File: config.mk
export PLATFORM = sky130hd
export DESIGN_NAME = data_normalizer_auto
export DESIGN_NICKNAME = d
export VERILOG_FILES = /design/src/rtl/data_normalizer_auto.sv
export SDC_FILE = /design/constraint.sdc
export NUM_CORES = 1
export LEC_CHECK = 0
export BUFFER_PORTS_ARGS = -buffer_cell sky130_fd_sc_hd__buf_2
export CAP_MARGIN = 0
export CORE_MARGIN = 1.5
export CORE_UTILIZATION = 61
export DETAILED_ROUTE_END_ITERATION = 10
export PLACE_DENSITY = 0.87
export SLEW_MARGIN = 20
export SYNTH_ARGS = -nofsm -noshare
export SYNTH_HDL_FRONTEND = slang
export SYNTH_SLANG_ARGS = --single-unit
File: constraint.sdc
create_clock -name i_clk -period 13.15 [get_ports i_clk]
set_input_delay 1.9725 -clock i_clk [delete_from_list [all_inputs] [get_ports i_clk]]
set_output_delay 1.9725 -clock i_clk [all_outputs]
set_load 0.02 [all_outputs]
File: src/rtl/data_normalizer_auto.sv
// rtl/data_normalizer_auto.sv - frame normaliser: signed samples to unsigned pixels with auto min/range
//
// divu_int ports:
//   clk_i, rst_i (async, active-high), start_i, a_i / b_i (dividend / divisor),
//   done_o (one-cycle pulse), valid_o (0 on divide by zero), q_o (quotient).
//
// data_normalizer_auto ports:
//   i_clk, i_rst_n (async, active-low)
//   i_start, i_auto, i_min, i_range   frame start and manual scaling inputs (used only at start)
//   o_busy, o_done                    frame status
//   o_rd_valid, o_rd_addr, i_rd_data  frame RAM read port (data RD_LAT cycles after request)
//   o_wr_valid, o_wr_addr, o_wr_data  pixel RAM write port
//   o_min, o_range                    scaling used for the current/last frame
//   o_clip_lo, o_clip_hi              sticky per-frame clip indicators

module divu_int #(
    parameter int WIDTH = 20
) (
    input  logic             clk_i,
    input  logic             rst_i,
    input  logic             start_i,
    input  logic [WIDTH-1:0] a_i,
    input  logic [WIDTH-1:0] b_i,
    output logic             done_o,
    output logic             valid_o,
    output logic [WIDTH-1:0] q_o
);
    localparam int CW = $clog2(WIDTH + 1);

    logic [WIDTH-1:0] q_q, q_d, r_q, r_d, b_q;
    logic [CW-1:0]    cnt_q;
    logic             busy_q, done_q, valid_q;
    logic [WIDTH:0]   r_sh, r_diff;

    // Restoring division, one quotient bit per cycle. r_sh - b always lies in
    // (-b, b), so bit WIDTH of the difference is a reliable sign bit.
    always_comb begin
        r_sh   = {r_q, q_q[WIDTH-1]};
        r_diff = r_sh - {1'b0, b_q};
        if (r_diff[WIDTH]) begin
            r_d = r_sh[WIDTH-1:0];
            q_d = {q_q[WIDTH-2:0], 1'b0};
        end else begin
            r_d = r_diff[WIDTH-1:0];
            q_d = {q_q[WIDTH-2:0], 1'b1};
        end
    end

    always_ff @(posedge clk_i or posedge rst_i) begin
        if (rst_i) begin
            q_q     <= '0;
            r_q     <= '0;
            b_q     <= '0;
            cnt_q   <= '0;
            busy_q  <= 1'b0;
            done_q  <= 1'b0;
            valid_q <= 1'b0;
        end else begin
            done_q <= 1'b0;
            if (start_i && !busy_q) begin
                valid_q <= 1'b0;
                if (b_i == '0) begin
                    q_q    <= '0;
                    done_q <= 1'b1;
                end else begin
                    q_q    <= a_i;
                    r_q    <= '0;
                    b_q    <= b_i;
                    cnt_q  <= CW'(WIDTH);
                    busy_q <= 1'b1;
                end
            end else if (busy_q) begin
                q_q   <= q_d;
                r_q   <= r_d;
                cnt_q <= cnt_q - 1'b1;
                if (cnt_q == CW'(1)) begin
                    busy_q  <= 1'b0;
                    done_q  <= 1'b1;
                    valid_q <= 1'b1;
                end
            end
        end
    end

    assign done_o  = done_q;
    assign valid_o = valid_q;
    assign q_o     = q_q;
endmodule

module data_normalizer_auto #(
    parameter int DATAW     = 16,
    parameter int DEPTH     = 768,
    parameter int OUTW      = 8,
    parameter int FRACTIONW = 12,
    parameter int RD_LAT    = 1,
    parameter int MIN_RANGE = 16
) (
    input  logic                     i_clk,
    input  logic                     i_rst_n,
    input  logic                     i_start,
    input  logic                     i_auto,
    input  logic [DATAW-1:0]         i_min,
    input  logic [DATAW-1:0]         i_range,
    output logic                     o_busy,
    output logic                     o_done,
    output logic                     o_rd_valid,
    output logic [$clog2(DEPTH)-1:0] o_rd_addr,
    input  logic [DATAW-1:0]         i_rd_data,
    output logic                     o_wr_valid,
    output logic [$clog2(DEPTH)-1:0] o_wr_addr,
    output logic [OUTW-1:0]          o_wr_data,
    output logic [DATAW-1:0]         o_min,
    output logic [DATAW-1:0]         o_range,
    output logic                     o_clip_lo,
    output logic                     o_clip_hi
);
    localparam int ADDRW = $clog2(DEPTH);
    localparam int DIVW  = OUTW + FRACTIONW;
    localparam int PRODW = DATAW + DIVW + 1;
    localparam logic [DIVW-1:0]  DIV_A = DIVW'((2 ** OUTW) - 1) << FRACTIONW;
    localparam logic [DATAW-1:0] MINR  = DATAW'(MIN_RANGE);
    localparam logic [PRODW-1:0] RND   = PRODW'(1) << (FRACTIONW - 1);
    localparam logic [PRODW-1:0] OMAXP = PRODW'((2 ** OUTW) - 1);
    localparam logic [ADDRW-1:0] LAST  = ADDRW'(DEPTH - 1);
    localparam logic [DATAW-1:0] POS_MAX = {1'b0, {(DATAW-1){1'b1}}};
    localparam logic [DATAW-1:0] NEG_MAX = {1'b1, {(DATAW-1){1'b0}}};

    typedef enum logic [2:0] {S_IDLE, S_SCAN, S_DIV_GO, S_DIV_WAIT, S_NORM, S_DRAIN} state_t;
    state_t state_q, state_d;

    logic                    start_acc, scan_exit, div_start, div_fin;
    logic                    div_done, div_valid;
    logic [DIVW-1:0]         div_q;
    logic signed [DATAW-1:0] min_q, run_min_q, run_max_q;
    logic [DATAW-1:0]        range_q, o_min_q, o_range_q;
    logic [DIVW-1:0]         scale_q;
    logic                    clip_lo_q, clip_hi_q;
    logic [ADDRW-1:0]        rd_addr_q;
    logic                    rd_done_q, rd_en;
    logic [RD_LAT-1:0]       lat_vld_q;
    logic [ADDRW-1:0]        lat_addr_q [RD_LAT];
    logic                    ret_vld, norm_ret, lat_busy, pipe_empty;
    logic                    s1_vld_q, s2_vld_q, s3_vld_q;
    logic [ADDRW-1:0]        s1_addr_q, s2_addr_q, s3_addr_q;
    logic [DATAW-1:0]        s1_delta_q;
    logic [PRODW-1:0]        s2_prod_q, shifted;
    logic [OUTW-1:0]         s3_data_q, pix;
    logic signed [DATAW:0]   delta;
    logic [DATAW:0]          span;
    logic [DATAW-1:0]        man_range, scan_range;

    assign rd_en      = (state_q == S_SCAN || state_q == S_NORM) && !rd_done_q;
    assign ret_vld    = lat_vld_q[RD_LAT-1];
    assign norm_ret   = ret_vld && (state_q == S_NORM || state_q == S_DRAIN);
    assign lat_busy   = |lat_vld_q;
    assign pipe_empty = !lat_busy && !s1_vld_q && !s2_vld_q && !s3_vld_q;

    // Ranges are computed one bit wider so max-min and data-min cannot overflow.
    assign delta      = $signed({i_rd_data[DATAW-1], i_rd_data}) - $signed({min_q[DATAW-1], min_q});
    assign span       = {run_max_q[DATAW-1], run_max_q} - {run_min_q[DATAW-1], run_min_q};
    assign scan_range = (span < {1'b0, MINR}) ? MINR : span[DATAW-1:0];
    assign man_range  = (i_range < MINR) ? MINR : i_range;
    assign shifted    = s2_prod_q >> FRACTIONW;
    assign pix        = (shifted > OMAXP) ? OMAXP[OUTW-1:0] : shifted[OUTW-1:0];

    always_comb begin
        state_d   = state_q;
        start_acc = 1'b0;
        scan_exit = 1'b0;
        div_start = 1'b0;
        div_fin   = 1'b0;
        case (state_q)
            S_IDLE: if (i_start) begin
                start_acc = 1'b1;
                state_d   = i_auto ? S_SCAN : S_DIV_GO;
            end
            S_SCAN: if (rd_done_q && !lat_busy) begin
                scan_exit = 1'b1;
                state_d   = S_DIV_GO;
            end
            S_DIV_GO: begin
                div_start = 1'b1;
                state_d   = S_DIV_WAIT;
            end
            S_DIV_WAIT: if (div_done) begin
                div_fin = 1'b1;
                state_d = S_NORM;
            end
            S_NORM:  if (rd_done_q) state_d = S_DRAIN;
            S_DRAIN: if (pipe_empty) state_d = S_IDLE;
            default: state_d = S_IDLE;
        endcase
    end

    always_ff @(posedge i_clk or negedge i_rst_n) begin
        if (!i_rst_n) state_q <= S_IDLE;
        else          state_q <= state_d;
    end

    always_ff @(posedge i_clk or negedge i_rst_n) begin
        if (!i_rst_n) begin
            min_q      <= '0;
            range_q    <= '0;
            run_min_q  <= '0;
            run_max_q  <= '0;
            scale_q    <= '0;
            o_min_q    <= '0;
            o_range_q  <= '0;
            clip_lo_q  <= 1'b0;
            clip_hi_q  <= 1'b0;
            rd_addr_q  <= '0;
            rd_done_q  <= 1'b0;
            lat_vld_q  <= '0;
            for (int i = 0; i < RD_LAT; i++) lat_addr_q[i] <= '0;
            s1_vld_q   <= 1'b0;
            s1_addr_q  <= '0;
            s1_delta_q <= '0;
            s2_vld_q   <= 1'b0;
            s2_addr_q  <= '0;
            s2_prod_q  <= '0;
            s3_vld_q   <= 1'b0;
            s3_addr_q  <= '0;
            s3_data_q  <= '0;
        end else begin
            if (start_acc || div_fin) begin
                rd_addr_q <= '0;
                rd_done_q <= 1'b0;
            end else if (rd_en) begin
                if (rd_addr_q == LAST) rd_done_q <= 1'b1;
                else                   rd_addr_q <= rd_addr_q + 1'b1;
            end

            // Request delay line mirrors the RAM latency so each return keeps its address.
            lat_vld_q[0]  <= rd_en;
            lat_addr_q[0] <= rd_addr_q;
            for (int i = 1; i < RD_LAT; i++) begin
                lat_vld_q[i]  <= lat_vld_q[i-1];
                lat_addr_q[i] <= lat_addr_q[i-1];
            end

            if (start_acc) begin
                clip_lo_q <= 1'b0;
                clip_hi_q <= 1'b0;
                run_min_q <= POS_MAX;
                run_max_q <= NEG_MAX;
                if (!i_auto) begin
                    min_q   <= i_min;
                    range_q <= man_range;
                end
            end

            if (state_q == S_SCAN && ret_vld) begin
                if ($signed(i_rd_data) < run_min_q) run_min_q <= $signed(i_rd_data);
                if ($signed(i_rd_data) > run_max_q) run_max_q <= $signed(i_rd_data);
            end

            if (scan_exit) begin
                min_q   <= run_min_q;
                range_q <= scan_range;
            end

            if (div_start) begin
                o_min_q   <= min_q;
                o_range_q <= range_q;
            end

            if (div_fin) scale_q <= div_valid ? div_q : '0;

            s1_vld_q  <= norm_ret;
            s1_addr_q <= lat_addr_q[RD_LAT-1];
            if (norm_ret) begin
                if (delta < 0) begin
                    s1_delta_q <= '0;
                    clip_lo_q  <= 1'b1;
                end else if (delta > $signed({1'b0, range_q})) begin
                    s1_delta_q <= range_q;
                    clip_hi_q  <= 1'b1;
                end else begin
                    s1_delta_q <= delta[DATAW-1:0];
                end
            end

            s2_vld_q  <= s1_vld_q;
            s2_addr_q <= s1_addr_q;
            s2_prod_q <= PRODW'(s1_delta_q) * PRODW'(scale_q) + RND;

            s3_vld_q  <= s2_vld_q;
            s3_addr_q <= s2_addr_q;
            s3_data_q <= pix;
        end
    end

    divu_int #(.WIDTH(DIVW)) u_div (
        .clk_i   (i_clk),
        .rst_i   (~i_rst_n),
        .start_i (div_start),
        .a_i     (DIV_A),
        .b_i     (DIVW'(range_q)),
        .done_o  (div_done),
        .valid_o (div_valid),
        .q_o     (div_q)
    );

    assign o_busy     = (state_q != S_IDLE);
    assign o_done     = (state_q == S_DRAIN) && pipe_empty;
    assign o_rd_valid = rd_en;
    assign o_rd_addr  = rd_addr_q;
    assign o_wr_valid = s3_vld_q;
    assign o_wr_addr  = s3_addr_q;
    assign o_wr_data  = s3_data_q;
    assign o_min      = o_min_q;
    assign o_range    = o_range_q;
    assign o_clip_lo  = clip_lo_q;
    assign o_clip_hi  = clip_hi_q;
endmodule

Word level (Yosys, flattened, before mapping)
Index checks and enable logic that the tools add are counted.
{"block": "word_totals", "word_cells": 160, "regBits": 301}
{"block": "classes", "order_cmp": 7, "n_mul": 1, "bitwise_logic": 1, "mux": 67, "n_addsub": 6, "n_eq_ne": 15, "reduce_logical": 33}
{"cell": "$mux W16", "count": 16}
{"cell": "$mux W20", "count": 8}
{"cell": "$add A36 B12 Y37 const B", "count": 1}
{"cell": "$mul A16 B20 Y36", "count": 1}
{"cell": "$sub A16 B16 Y17", "count": 2}
{"cell": "$mux W10", "count": 3}
{"cell": "$mux W1", "count": 29}
{"cell": "$gt A25 B8 Y1 const B", "count": 1}
{"cell": "$sub A21 B16 Y21", "count": 1}
{"cell": "$logic_not A20 Y1", "count": 1}
{"cell": "$pmux W3 S6", "count": 1}
{"cell": "$gt A17 B17 Y1", "count": 1}
{"cell": "$lt A17 B1 Y1 const B", "count": 1}
{"cell": "$lt A17 B5 Y1 const B", "count": 1}
{"cell": "$gt A16 B16 Y1", "count": 1}
{"cell": "$lt A16 B16 Y1", "count": 1}
{"cell": "$lt A16 B5 Y1 const B", "count": 1}
{"cell": "$mux W3", "count": 5}
{"cell": "$mux W5", "count": 3}
{"cell": "$reduce_and A2 Y1", "count": 6}
{"cell": "$add A10 B1 Y10 const B", "count": 1}
{"cell": "$eq A10 B10 Y1 const B", "count": 1}
{"cell": "$ne A2 B2 Y1 const B", "count": 5}
{"cell": "$reduce_bool A2 Y1", "count": 5}
{"cell": "15 further kinds", "count": 34}

Longest topological paths before layout
{"block": "logic_depth", "ltp_word": 6, "ltp_mapped": 23, "depth_no_buf": 22}

Modules after synthesis
From an unflattened synthesis, not the netlist that was laid out.
{"block": "unflattened", "cells_unflattened": 2812, "area_unflattened_um2": 26108.8}
{"mod": "data_normalizer_auto", "seq_area_each_um2": 5630.4, "cells_per_inst": 2352, "instances": 1, "area_per_inst_um2": 21913.5}
{"mod": "divu_int", "seq_area_each_um2": 1701.6, "cells_per_inst": 460, "instances": 1, "area_per_inst_um2": 4195.3}

Worst setup path before layout
No wires, ideal clock.
{"block": "synth_path", "path_kind": "flip-flop to flip-flop", "start": "register s1_delta_q[1]", "end": "register s2_prod_q[34]", "synth_period_minus_slack_ns": 6.037, "path_slack_ns": 7.113, "setup_ns": 0.094, "n_path_buf": 2, "required_ns": 13.056, "arrival_time_ns": 5.943, "stages_incl_launch_ff": 24, "cell_sequence": "dfrtp_1 > clkbuf_1 > clkbuf_1 > nand2_1 > fa_1 > inv_1 > fa_1 > inv_1 > fa_1 > inv_1 > fa_1 > inv_1 > fa_1 > inv_1 > fa_1 > ha_1 > and2_1 > nand3_1 > nor2_1 > o2111ai_1 > a2111o_1 > a21boi_0 > o21ai_0 > a211oi_1"}
{"block": "synth_between", "elab_chain_len": 2}
{"item": "from (decl)", "line_no": "145", "source": "logic [DATAW-1:0] s1_delta_q;"}
{"item": "from (signal assigned)", "line_no": "276", "source": "s1_delta_q <= range_q;"}
{"item": "from (signal assigned)", "line_no": "279", "source": "s1_delta_q <= delta[DATAW-1:0];"}
{"item": "$mul A16 B20 Y36", "line_no": "285", "source": "s2_prod_q <= PRODW'(s1_delta_q) * PRODW'(scale_q) + RND;"}
{"item": "$add A36 B12 Y37", "line_no": "285"}
{"item": "to (signal assigned)", "line_no": "285"}
{"item": "to (decl)", "line_no": "146", "source": "logic [PRODW-1:0] s2_prod_q, shifted;"}
Every way passes these cells.
A chain may end at the register's enable or synchronous reset.

Worst setup path in the final report
{"block": "layout_path", "start": "register s1_delta_q[5]", "end": "register s2_prod_q[34]"}
Same word-level chain as after synthesis.

==> report_table.html <==
<table>
<tr><th>Metric</th><th>Value</th></tr>
<tr><th colspan="2">Outcome</th></tr>
<tr><td>Outcome</td><td>complete, no violations</td></tr>
<tr><th colspan="2">Global routing</th></tr>
<tr><td>Total congestion overflow after global routing</td><td>0</td></tr>
<tr><td>Largest net degree at the start of global routing</td><td>95</td></tr>
<tr><td>Antenna violations before repair</td><td>0</td></tr>
<tr><td>Wire length of the first global-routing pass</td><td>107 mm</td></tr>
<tr><td>All-Layer GR Usage</td><td>0.308</td></tr>
<tr><td>Via count of the first global-routing pass</td><td>about 21000</td></tr>
<tr><th colspan="2">Setup path</th></tr>
<tr><td>Critical path data arrival time</td><td>7.24 ns</td></tr>
<tr><td>Largest fanout on the critical path</td><td>21</td></tr>
<tr><td>Category of the most critical setup path</td><td>reg2reg</td></tr>
<tr><td>Slowest stage cell on the critical path</td><td>sky130_fd_sc_hd__dfrtp_1</td></tr>
<tr><td>Dominant cell type by count on the critical path</td><td>sky130_fd_sc_hd__fa_1</td></tr>
<tr><td>Setup crit start kind</td><td>register</td></tr>
<tr><td>Category of cells accounting for the largest share of critical-path delay</td><td>adder cells</td></tr>
<tr><td>Ordered cell list for the critical path</td><td>nand2_1 -&gt; fa_1 -&gt; inv_1 -&gt; fa_1 -&gt; fa_1 -&gt; inv_1 -&gt; fa_1 -&gt; inv_1 -&gt; fa_1 -&gt; inv_1 -&gt; fa_1 -&gt; inv_1 -&gt; ha_1 -&gt; o21ai_0 -&gt; a21oi_1 -&gt; o21a_1 -&gt; o2111ai_1 -&gt; a2111o_1 -&gt; a21boi_0 -&gt; o21ai_0 -&gt; a211oi_1</td></tr>
<tr><td>R2r setup slk</td><td>6.39 ns</td></tr>
<tr><td>Largest stage delay on the critical path</td><td>0.84 ns</td></tr>
<tr><td>Required time reported for the critical path endpoint</td><td>between 10 and 15 ns</td></tr>
<tr><td>Count of buffer and inverter cells on the critical path</td><td>5</td></tr>
<tr><td>Critical path endpoint category</td><td>register</td></tr>
<tr><th colspan="2">Layout</th></tr>
<tr><td>Final standard cell count with taps included and fillers excluded</td><td>3370</td></tr>
<tr><td>Number of nets in the final layout</td><td>between 3000 and 4000</td></tr>
<tr><td>Share of layout cells above drive strength 1</td><td>0.0810</td></tr>
<tr><td>Antenna diode count</td><td>0</td></tr>
<tr><td>Area taken by flip-flops and latches</td><td>~7200 sq um</td></tr>
<tr><td>Area grow syn2layout</td><td>8.16%</td></tr>
<tr><td>Most common cell after layout, fill and taps aside</td><td>sky130_fd_sc_hd__nand2_1</td></tr>
<tr><td>Multi-input gate area in the final layout</td><td>between 15000 and 20000 sq um</td></tr>
<tr><td>Most frequent cells in the layout</td><td>sky130_fd_sc_hd__nand2_1, sky130_fd_sc_hd__inv_1, sky130_fd_sc_hd__dfrtp_1, sky130_fd_sc_hd__fa_1, sky130_fd_sc_hd__ha_1</td></tr>
<tr><td>Fillcell total</td><td>2988</td></tr>
<tr><th colspan="2">Clock network</th></tr>
<tr><td>Cts repair resizes</td><td>0</td></tr>
<tr><td>Number of buffers created by CTS</td><td>31</td></tr>
<tr><td>Clock latency reported for the late side of the worst-skew pair</td><td>between 0.5 and 0.6 ns</td></tr>
<tr><td>Clk sinks</td><td>289</td></tr>
<tr><td>CTS tree</td><td>done</td></tr>
<tr><td>Clock root buffer</td><td>sky130_fd_sc_hd__clkbuf_16</td></tr>
<tr><td>Post-CTS repair timing setup buffer count</td><td>0</td></tr>
<tr><td>Clk buf depth</td><td>3</td></tr>
<tr><td>Clock-pin slew reported for the worst setup and hold paths after clock tree synthesis</td><td>0.06 ns</td></tr>
<tr><td>Htree depth</td><td>1</td></tr>
<tr><td>Number of hold buffers added after CTS</td><td>0</td></tr>
<tr><th colspan="2">Placement</th></tr>
<tr><td>Placed Cells</td><td>3314</td></tr>
<tr><td>Routability cong.</td><td>0.938</td></tr>
<tr><td>Pre-CTS worst setup slack</td><td>6.44 ns</td></tr>
<tr><td>Post-detailed-placement half-perimeter wirelength</td><td>just under 50 mm</td></tr>
<tr><td>Number of I/O port buffers</td><td>117</td></tr>
<tr><th colspan="2">STA</th></tr>
<tr><td>Worst Setup Slack, final</td><td>6.39 ns</td></tr>
<tr><td>Count of final max-slew check failures</td><td>0</td></tr>
<tr><td>Setup repair after global routing missed its margin</td><td>false</td></tr>
<tr><td>Hold Fails Final Rpt</td><td>0</td></tr>
<tr><td>Worst hold margin</td><td>0.346 ns</td></tr>
<tr><td>Clock skew</td><td>between 0.01 and 0.015 ns</td></tr>
<tr><td>Summed negative setup slack over all endpoints</td><td>0 ns</td></tr>
<tr><td>Slew HR</td><td>0.380</td></tr>
<tr><td>Transition time at the pin with the least slew margin</td><td>about 0.93 ns</td></tr>
<tr><td>Final Setup Violations</td><td>0</td></tr>
<tr><td>Highest achievable clock rate</td><td>0.148 GHz</td></tr>
<tr><td>Shortest clock period the worst path allows after layout</td><td>6.76 ns</td></tr>
<tr><td>Post-route clock period utilization</td><td>0.514</td></tr>
<tr><th colspan="2">Power</th></tr>
<tr><td>Power density of the placed cells</td><td>about 230 nW/um^2</td></tr>
<tr><td>Leakage power</td><td>14.1 nW</td></tr>
<tr><td>Peak supply drop</td><td>0.159 mV</td></tr>
<tr><th colspan="2">Routing</th></tr>
<tr><td>Initial DRT Pass Iterations</td><td>7</td></tr>
<tr><td>Overall via count from detail_route</td><td>20200</td></tr>
<tr><td>Post-detailed-route via-to-cell ratio</td><td>6.00</td></tr>
<tr><td>Number of design rule violations left after detail routing</td><td>0</td></tr>
<tr><td>Number of nets still failing antenna checks after routing</td><td>0</td></tr>
<tr><td>Overall routed net length</td><td>around 64 mm</td></tr>
<tr><td>Average wire length per cell after detail routing</td><td>19.1 um</td></tr>
<tr><td>Detailed router's first-iteration violation count</td><td>1632</td></tr>
<tr><th colspan="2">Synthesis</th></tr>
<tr><td>Top cells by area in the synthesized netlist</td><td>sky130_fd_sc_hd__dfrtp_1, sky130_fd_sc_hd__fa_1, sky130_fd_sc_hd__ha_1, sky130_fd_sc_hd__nand2_1, sky130_fd_sc_hd__inv_1</td></tr>
<tr><td>Avg Synthesized Cell Area</td><td>roughly 9 sq um</td></tr>
<tr><td>Share of Yosys cell area claimed by the top area cell type</td><td>0.284</td></tr>
<tr><td>Synthesis Warnings</td><td>0</td></tr>
<tr><td>Async set-or-reset flop fraction in the synthesized netlist</td><td>1.00</td></tr>
<tr><td>Number of distinct library cells after synthesis</td><td>between 80 and 90</td></tr>
<tr><td>Number of enable-type register cells in the synthesized netlist</td><td>0</td></tr>
<tr><td>Sequential share of the synthesized area</td><td>0.284</td></tr>
<tr><td>Cell type with the highest aggregate area in the netlist</td><td>sky130_fd_sc_hd__dfrtp_1</td></tr>
<tr><td>Net Count, Synth</td><td>3291</td></tr>
<tr><td>Post-synth design cell area</td><td>25400 sq um</td></tr>
<tr><td>Dominant synthesized flop cell</td><td>sky130_fd_sc_hd__dfrtp_1</td></tr>
<tr><td>Synthesized instance count</td><td>2764</td></tr>
<tr><td>Flops &amp; latches, synth</td><td>289</td></tr>
<tr><th colspan="2">Die</th></tr>
<tr><td>Area inside the core boundary</td><td>41000 sq um</td></tr>
<tr><td>Width of the die</td><td>207 um</td></tr>
<tr><td>Row cnt</td><td>between 70 and 80</td></tr>
<tr><td>Chip Height</td><td>between 200 and 250 um</td></tr>
<tr><td>Initial standard-cell utilization of the core</td><td>0.620</td></tr>
<tr><td>Die Area</td><td>~43000 sq um</td></tr>
<tr><td>Number of top-level design ports</td><td>118</td></tr>
<tr><th colspan="2">Min path</th></tr>
<tr><td>Min-Delay Path Class</td><td>reg2reg</td></tr>
<tr><th colspan="2">Run</th></tr>
<tr><td>Number of maximum-capacitance constraint violations</td><td>0</td></tr>
</table>
[final timing paths]
kind / from / endpoint / depth (start not counted)
setup reg to reg: s1_delta_q[5] / s2_prod_q[34] / 21
hold / removal: s2_addr_q[5] / o_wr_addr[5] / 0
setup / recovery: s1_delta_q[5] / s2_prod_q[34] / 21
hold reg to reg: s2_addr_q[5] / o_wr_addr[5] / 0
min in group asynchronous: i_rst_n / s1_addr_q[7] / 1
max in group asynchronous: i_rst_n / u_div.busy_q / 3
[where the power goes]
group	internal, W	switching [W]
Combinational	0.00150	0.00227
Sequential	0.00119	0.000330
Clock	0.000594	0.000369
[routing by layer]
| layer | track usage | routed length [um] |
|---|---|---|
| met1 | 0.378 | 24200 |
| met2 | 0.533 | 32100 |
| met3 | 0.0380 | 4060 |
| met4 | 0.169 | 3960 |
| met5 | 0 | 0 |
[final cells by class]
class | count | share of cell area
multi-input cells | 1912 | 0.585
flip-flops and latches | 289 | 0.263
repair buffers | 132 | 0.0259
clock buffers | 43 | 0.0327
clock inverters | 13 | 0.00832
well taps | 532 | 0.0242
inverters | 449 | 0.0613
[flip-flops by register name, indices dropped and copies added, names as in the netlist, 8 cells and up]
signal,flops
s2_addr_q,10
scale_q,20
o_rd_addr,10
o_wr_addr,10
o_range,16
s2_prod_q,25
o_min,16
s1_addr_q,10
u_div.b_q,16
range_q,16
run_min_q,16
lat_addr_q,10
run_max_q,16
s1_delta_q,16
u_div.q_o,20
o_wr_data,8
min_q,16
u_div.r_q,20
[cells by family (layout without fill, tap and decap cells)]
kind of cell | Yosys count | count (layout) | synth area share
buffers and inverters | 563 | 637 | 0.0842
adders and majority gates | 475 | 475 | 0.309
AOI/OAI and AO/OA | 420 | 420 | 0.110
muxes | 76 | 76 | 0.0312
xor gates and xnor gates | 59 | 59 | 0.0203
DFF | 289 | 289 | 0.284
and+or+nand+nor | 882 | 882 | 0.162
[cell usage after synthesis, types with 10 or more instances]
cell type,count
sky130_fd_sc_hd__nor2b_1,15
sky130_fd_sc_hd__buf_2,10
sky130_fd_sc_hd__o31ai_1,16
sky130_fd_sc_hd__dfrtp_1,289
sky130_fd_sc_hd__clkbuf_1,96
sky130_fd_sc_hd__a21oi_1,59
sky130_fd_sc_hd__ha_1,221
sky130_fd_sc_hd__a21o_1,22
sky130_fd_sc_hd__nand2b_1,18
sky130_fd_sc_hd__o211ai_2,10
sky130_fd_sc_hd__nand3_1,30
sky130_fd_sc_hd__o21ai_0,164
sky130_fd_sc_hd__and2_1,148
sky130_fd_sc_hd__nor2_1,76
sky130_fd_sc_hd__mux2_2,16
sky130_fd_sc_hd__a211oi_1,12
sky130_fd_sc_hd__xnor2_1,32
sky130_fd_sc_hd__xor2_1,27
sky130_fd_sc_hd__mux2i_1,59
sky130_fd_sc_hd__inv_1,449
sky130_fd_sc_hd__or3_1,11
sky130_fd_sc_hd__o21a_1,27
sky130_fd_sc_hd__nand4_1,17
sky130_fd_sc_hd__fa_1,254
sky130_fd_sc_hd__nand2_1,468
sky130_fd_sc_hd__nor3_1,35
sky130_fd_sc_hd__and3_1,15
sky130_fd_sc_hd__nor4_1,22
[metrics by stage]
step | total power, W | utilization | area, sq um
final | 0.00626 | 0.671 | 27500
after floorplan | 0.00423 | - | 25400
after CTS | 0.00625 | 0.671 | 27500
after detailed placement | 0.00524 | 0.643 | 26400
after global routing | 0.00681 | 0.671 | 27500
after global placement | 0.00505 | 0.643 | 26400
Note: power is estimated with default switching activity, not from simulation.
